File: config.mk
export PLATFORM = sky130hd
export DESIGN_NAME = control_riesgos
export DESIGN_NICKNAME = d
export VERILOG_FILES = /design/src/rtl/control_riesgos.sv
export SDC_FILE = /design/constraint.sdc
export NUM_CORES = 1
export LEC_CHECK = 0
export BUFFER_PORTS_ARGS = -buffer_cell sky130_fd_sc_hd__buf_2
export CAP_MARGIN = 20
export CORE_AREA = 2 2 67 69
export DETAILED_ROUTE_END_ITERATION = 7
export DIE_AREA = 0 0 69 71
export GPL_ROUTABILITY_DRIVEN = 0
export GPL_TIMING_DRIVEN = 0
export PLACE_DENSITY = 0.6
export SYNTH_ARGS = -nofsm -noshare
export SYNTH_HDL_FRONTEND = slang
export SYNTH_SLANG_ARGS = --single-unit
export TNS_END_PERCENT = 100
File: constraint.sdc
create_clock -name clk -period 2.27 [get_ports clk]
set_clock_uncertainty 0.1 [all_clocks]
set_input_delay 0.1135 -clock clk [delete_from_list [all_inputs] [get_ports clk]]
set_output_delay 0.1135 -clock clk [all_outputs]
set_load 0.01 [all_outputs]
File: src/rtl/control_riesgos.sv
// Hazard/sequencing controller for the 5-stage MIPS pipeline: stalls, bubbles, branch flush, stall counter.
// Optional EX/WB operand bypassing is enabled with the CONTROL_RIESGOS_FORWARD_EN macro.
module control_riesgos #(
    parameter int REG_W = 5,
    parameter int CNT_W = 16
) (
    input  logic             clk,
    input  logic             rst_n,
    input  logic             id_valid,
    input  logic [REG_W-1:0] id_rs,
    input  logic [REG_W-1:0] id_rt,
    input  logic             id_use_rt,
    input  logic [REG_W-1:0] ex_rd,
    input  logic             ex_regwrite,
    input  logic             ex_memread,
    input  logic [REG_W-1:0] wb_rd,
    input  logic             wb_regwrite,
    input  logic             branch_taken,
    output logic             pc_en,
    output logic             ifid_en,
    output logic             ifid_flush,
    output logic             idex_bubble,
    output logic [1:0]       fwd_a,
    output logic [1:0]       fwd_b,
    output logic [CNT_W-1:0] stall_count
);

    typedef enum logic {RUN = 1'b0, HOLD = 1'b1} state_t;

    state_t     state, state_nxt;
    logic       hit_e_a, hit_e_b, hit_w_a, hit_w_b;
    logic       hit_e, hit_w;
    logic       stall_req, go_hold, stall;
    logic [1:0] fwd_a_sel, fwd_b_sel;

    // Register 0 is hardwired to zero, so it never creates a dependency.
    assign hit_e_a = id_valid & ex_regwrite & (ex_rd == id_rs) & (id_rs != '0);
    assign hit_e_b = id_valid & id_use_rt & ex_regwrite & (ex_rd == id_rt) & (id_rt != '0);
    assign hit_w_a = id_valid & wb_regwrite & (wb_rd == id_rs) & (id_rs != '0);
    assign hit_w_b = id_valid & id_use_rt & wb_regwrite & (wb_rd == id_rt) & (id_rt != '0);
    assign hit_e   = hit_e_a | hit_e_b;
    assign hit_w   = hit_w_a | hit_w_b;

`ifdef CONTROL_RIESGOS_FORWARD_EN
    // Only a load in EX has no result yet; one stall turns it into a WB bypass.
    assign stall_req = hit_e & ex_memread;
    assign go_hold   = 1'b0;
    assign fwd_a_sel = hit_e_a ? 2'b01 : (hit_w_a ? 2'b10 : 2'b00);
    assign fwd_b_sel = hit_e_b ? 2'b01 : (hit_w_b ? 2'b10 : 2'b00);
`else
    // Without bypassing, any EX producer (load or ALU) must reach past WB: two stalls.
    assign stall_req = hit_e | hit_w;
    assign go_hold   = (hit_e & ex_memread) | (hit_e & ~ex_memread);
    assign fwd_a_sel = 2'b00;
    assign fwd_b_sel = 2'b00;
`endif

    assign stall = (state == HOLD) | stall_req;

    always_ff @(posedge clk or negedge rst_n) begin
        if (!rst_n) state <= RUN;
        else        state <= state_nxt;
    end

    always_comb begin
        state_nxt = state;
        if (branch_taken)          state_nxt = RUN;
        else if (state == HOLD)    state_nxt = RUN;
        else if (stall_req && go_hold) state_nxt = HOLD;
    end

    always_comb begin
        pc_en       = 1'b1;
        ifid_en     = 1'b1;
        ifid_flush  = 1'b0;
        idex_bubble = 1'b0;
        fwd_a       = 2'b00;
        fwd_b       = 2'b00;
        if (rst_n) begin
            if (branch_taken) begin
                ifid_flush  = 1'b1;
                idex_bubble = 1'b1;
            end else if (stall) begin
                pc_en       = 1'b0;
                ifid_en     = 1'b0;
                idex_bubble = 1'b1;
            end else begin
                fwd_a = fwd_a_sel;
                fwd_b = fwd_b_sel;
            end
        end
    end

    always_ff @(posedge clk or negedge rst_n) begin
        if (!rst_n)
            stall_count <= '0;
        else if (!pc_en && (stall_count != '1))
            stall_count <= stall_count + CNT_W'(1);
    end

endmodule

==> run_results.csv <==
group,metric,value,unit
drt,vias,1079,
floorplanning,die-area,4900,µm²
clocking,cts_root_buf,"clkbuf_8",
timing,setup_violations,0,
floorplanning,start_util,0.290,
drt,drtIter0Drc,34,
logic_synthesis,async_reset_ff_frac,1.00,
logic_synthesis,synth-seq-cells,17,
grt,grt_pass1_vias,1087,
power,p_comb_frac,0.210,
drt,ant_nets,0,
timing,final_hold_viol_count,0,
power,irDropWorstVdd,0.161,mV
drt,wirelength_met1,1250,µm
timing,relSlewSlack,0.478,
final_layout,layout-drive-gt1-share,0.363,
clocking,cts_max_path_buffers,2,
clocking,ctsHtreeMaxLevel,1,
setup_path,critPathArrivalTime,1840,ps
drt,dr.max_layer_used,"met4",
clocking,numClockSinks,17,
place,hpwlAfterDp,2310,µm
logic_synthesis,syn_area,1220,µm²
timing,setup_tns,0,ps
min_path,hp-class,"primary input to flop",
min_path,hold_path_end,"state",
power,power_density,445,nW/µm²
power,power_switching,0.196,mW
setup_path,worstReg2RegStart,"stall_count[2]",
final_layout,fin_nets,209,
clocking,cts_tree,"yes",
setup_path,cp.required,2060,ps
final_layout,diodes,0,
logic_synthesis,netlist_instances,124,
grt,grt_max_degree,18,
job,drv_cap,0,
logic_synthesis,synth-edff-count,0,
clocking,tritoncts.num_buffers,3,
timing,whs,266,ps
drt,drc,0,
logic_synthesis,ys.flop_type,"dfrtp_1",
floorplanning,die_w,69,µm
logic_synthesis,yosysMostFrequentCell,"xnor2_1",
grt,antenna_found_initial,0,
setup_path,crit_path_start_kind,"primary input",
logic_synthesis,ys_seq_area_frac,0.349,
clocking,clkTransAtPathRegs,60,ps
logic_synthesis,ys.warnings.count,0,
power,switching_share,0.276,
drt,wl_per_cell,12.3,µm
setup_path,end_kind,"primary output",
setup_path,crit_path_max_fanout,10,
floorplanning,fp-row-count,24,
floorplanning,num_io_pins,52,
power,clkPwrFrac,0.320,
timing,fin_crit,2050,ps
clocking,clk_latency,250,ps
timing,fmax,487,MHz
grt,track_usage,0.128,
min_path,hold_path_depth,5,
power,p_int,0.514,mW
timing,period_share,0.904,
grt,overflow,0,
logic_synthesis,postSynthAreaPerCell,9.84,µm²
place,port_buffers,46,
logic_synthesis,synth_commonest_cells,"18 x xnor2_1, 17 x dfrtp_1, 14 x nand4_1",
timing,tightest_slew,780,ps
power,seqPwrFrac,0.470,
setup_path,worstRegToRegCells,6,
logic_synthesis,yosysTopAreaCell,"dfrtp_1",
floorplanning,core,4200,µm²
min_path,hp-start,"id_use_rt",
grt,grt_pass1_wl,5090,µm
drt,wl_met2,1390,µm
setup_path,criticalPathCategory,"primary input to primary output",
logic_synthesis,synth_top_area_share,0.349,
setup_path,rrSetupSlack,230,ps
timing,rsz0062_at_grt,"no",
drt,viasPerCell,4.67,
logic_synthesis,synthTopCellsByArea,"dfrtp_1 35%, xnor2_1 13%, xor2_1 8.6%, nand4_1 7.2%, mux2_1 3.7%",
setup_path,worstReg2RegEnd,"stall_count[10]",
timing,final_max_slew_viol_count,0,
outcome,outcome,"finished clean",
power,finalPower,0.709,mW
power,p_leak,0.756,nW
drt,first_pass_iters,3,
floorplanning,die_y,71,µm
final_layout,area_growth,30.6,%
logic_synthesis,synth.distinct_cells,33,
drt,met3_length,161,µm
drt,drt_wl_total,2840,µm
## power by group through the flow
stage / clock network, mW / logic [mW] / registers (mW)
finish: 0.227 / 0.149 / 0.333
global route: 0.251 / 0.164 / 0.335
CTS: 0.235 / 0.152 / 0.334
detailed placement: 0 / 0.148 / 0.339
global placement: 0 / 0.144 / 0.340
floorplan: 0 / 0.0730 / 0.341
## worst max-delay path: stages
cell	delay [ps]
buf_2	130
or4_4	530
o21ai_2	140
nor4_1	100
a31oi_4	180
nand3_4	170
buf_6	190
o21a_1	160
buf_2	130
## layer usage
metal / global-route usage / vias to the layer above
met3: 0.0256 / 5
met5: 0 / -
met1: 0.157 / 488
met4: 0.0458 / 0
met2: 0.223 / 39
li1: - / 547
## worst max path at each step
stage | start | end | slack (ps) | depth (start not counted)
6_report | id_rt[0] | idex_bubble | 220 | 9
5_1_grt | stall_count[2] | stall_count[10] | 20 | 6
4_1_cts | branch_taken | stall_count[10] | 180 | 8
3_5_place_dp | rst_n | stall_count[10] | 130 | 7
3_3_place_gp | rst_n | stall_count[10] | 110 | 7
2_1_floorplan | stall_count[2] | stall_count[13] | 420 | 7
## kinds of logic after synthesis
kind of cell / after synthesis / share of synthesized area
AO/OA/AOI/OAI: 7 / 0.0656
AND/OR/NAND/NOR: 56 / 0.265
other: 1 / 0.00307
flip-flops: 17 / 0.349
adder cells (fa/ha/maj): 1 / 0.0103
buffers and inverters: 7 / 0.0431
multiplexers: 5 / 0.0492
XOR/XNOR: 30 / 0.215
## through the flow
step	cells	utilization	cell area (µm²)	worst slack, ps
2_1_floorplan	127	-	1230	423
3_3_place_gp	225	0.363	1530	115
3_5_place_dp	225	0.363	1530	127
4_1_cts	231	0.379	1590	185
5_1_grt	231	0.379	1590	20.3
6_report	231	0.379	1590	217
## final cells by class
type | count | area, µm²
Fill cell | 448 | 2610
Multi-Input combinational cell | 103 | 753
Sequential cell | 17 | 425
Timing Repair Buffer | 48 | 250
Tap cell | 52 | 65.1
Buffer | 7 | 53.8
Clock buffer | 4 | 45.0
## cell usage in the layout (no fill, tap or decap), types with 4 or more instances in the layout
master | synthesis | routed
xnor2_1 | 18 | 18
xor2_1 | 12 | 12
buf_4 | 5 | 5
dfrtp_1 | 17 | 17
nor2_1 | 7 | 7
buf_2 | 0 | 46
nand2_1 | 11 | 11
conb_1 | 1 | 4
mux2_1 | 4 | 4
nor3_1 | 4 | 4
nand4_1 | 14 | 14
## registers in the layout, indices dropped and copies added, names as in the netlist
signal / flops
stall_count: 16
state: 1
## what timing repair did
item | 4_1_cts | 5_1_grt
hold buffers | 2 | 0
buffers inserted | 0 | 0
endpoints found under the hold margin | 18 | 0
setup endpoints to repair | 0 | 2
resized for setup | 0 | 2
No activity file was read; power rests on OpenSTA's default activity.
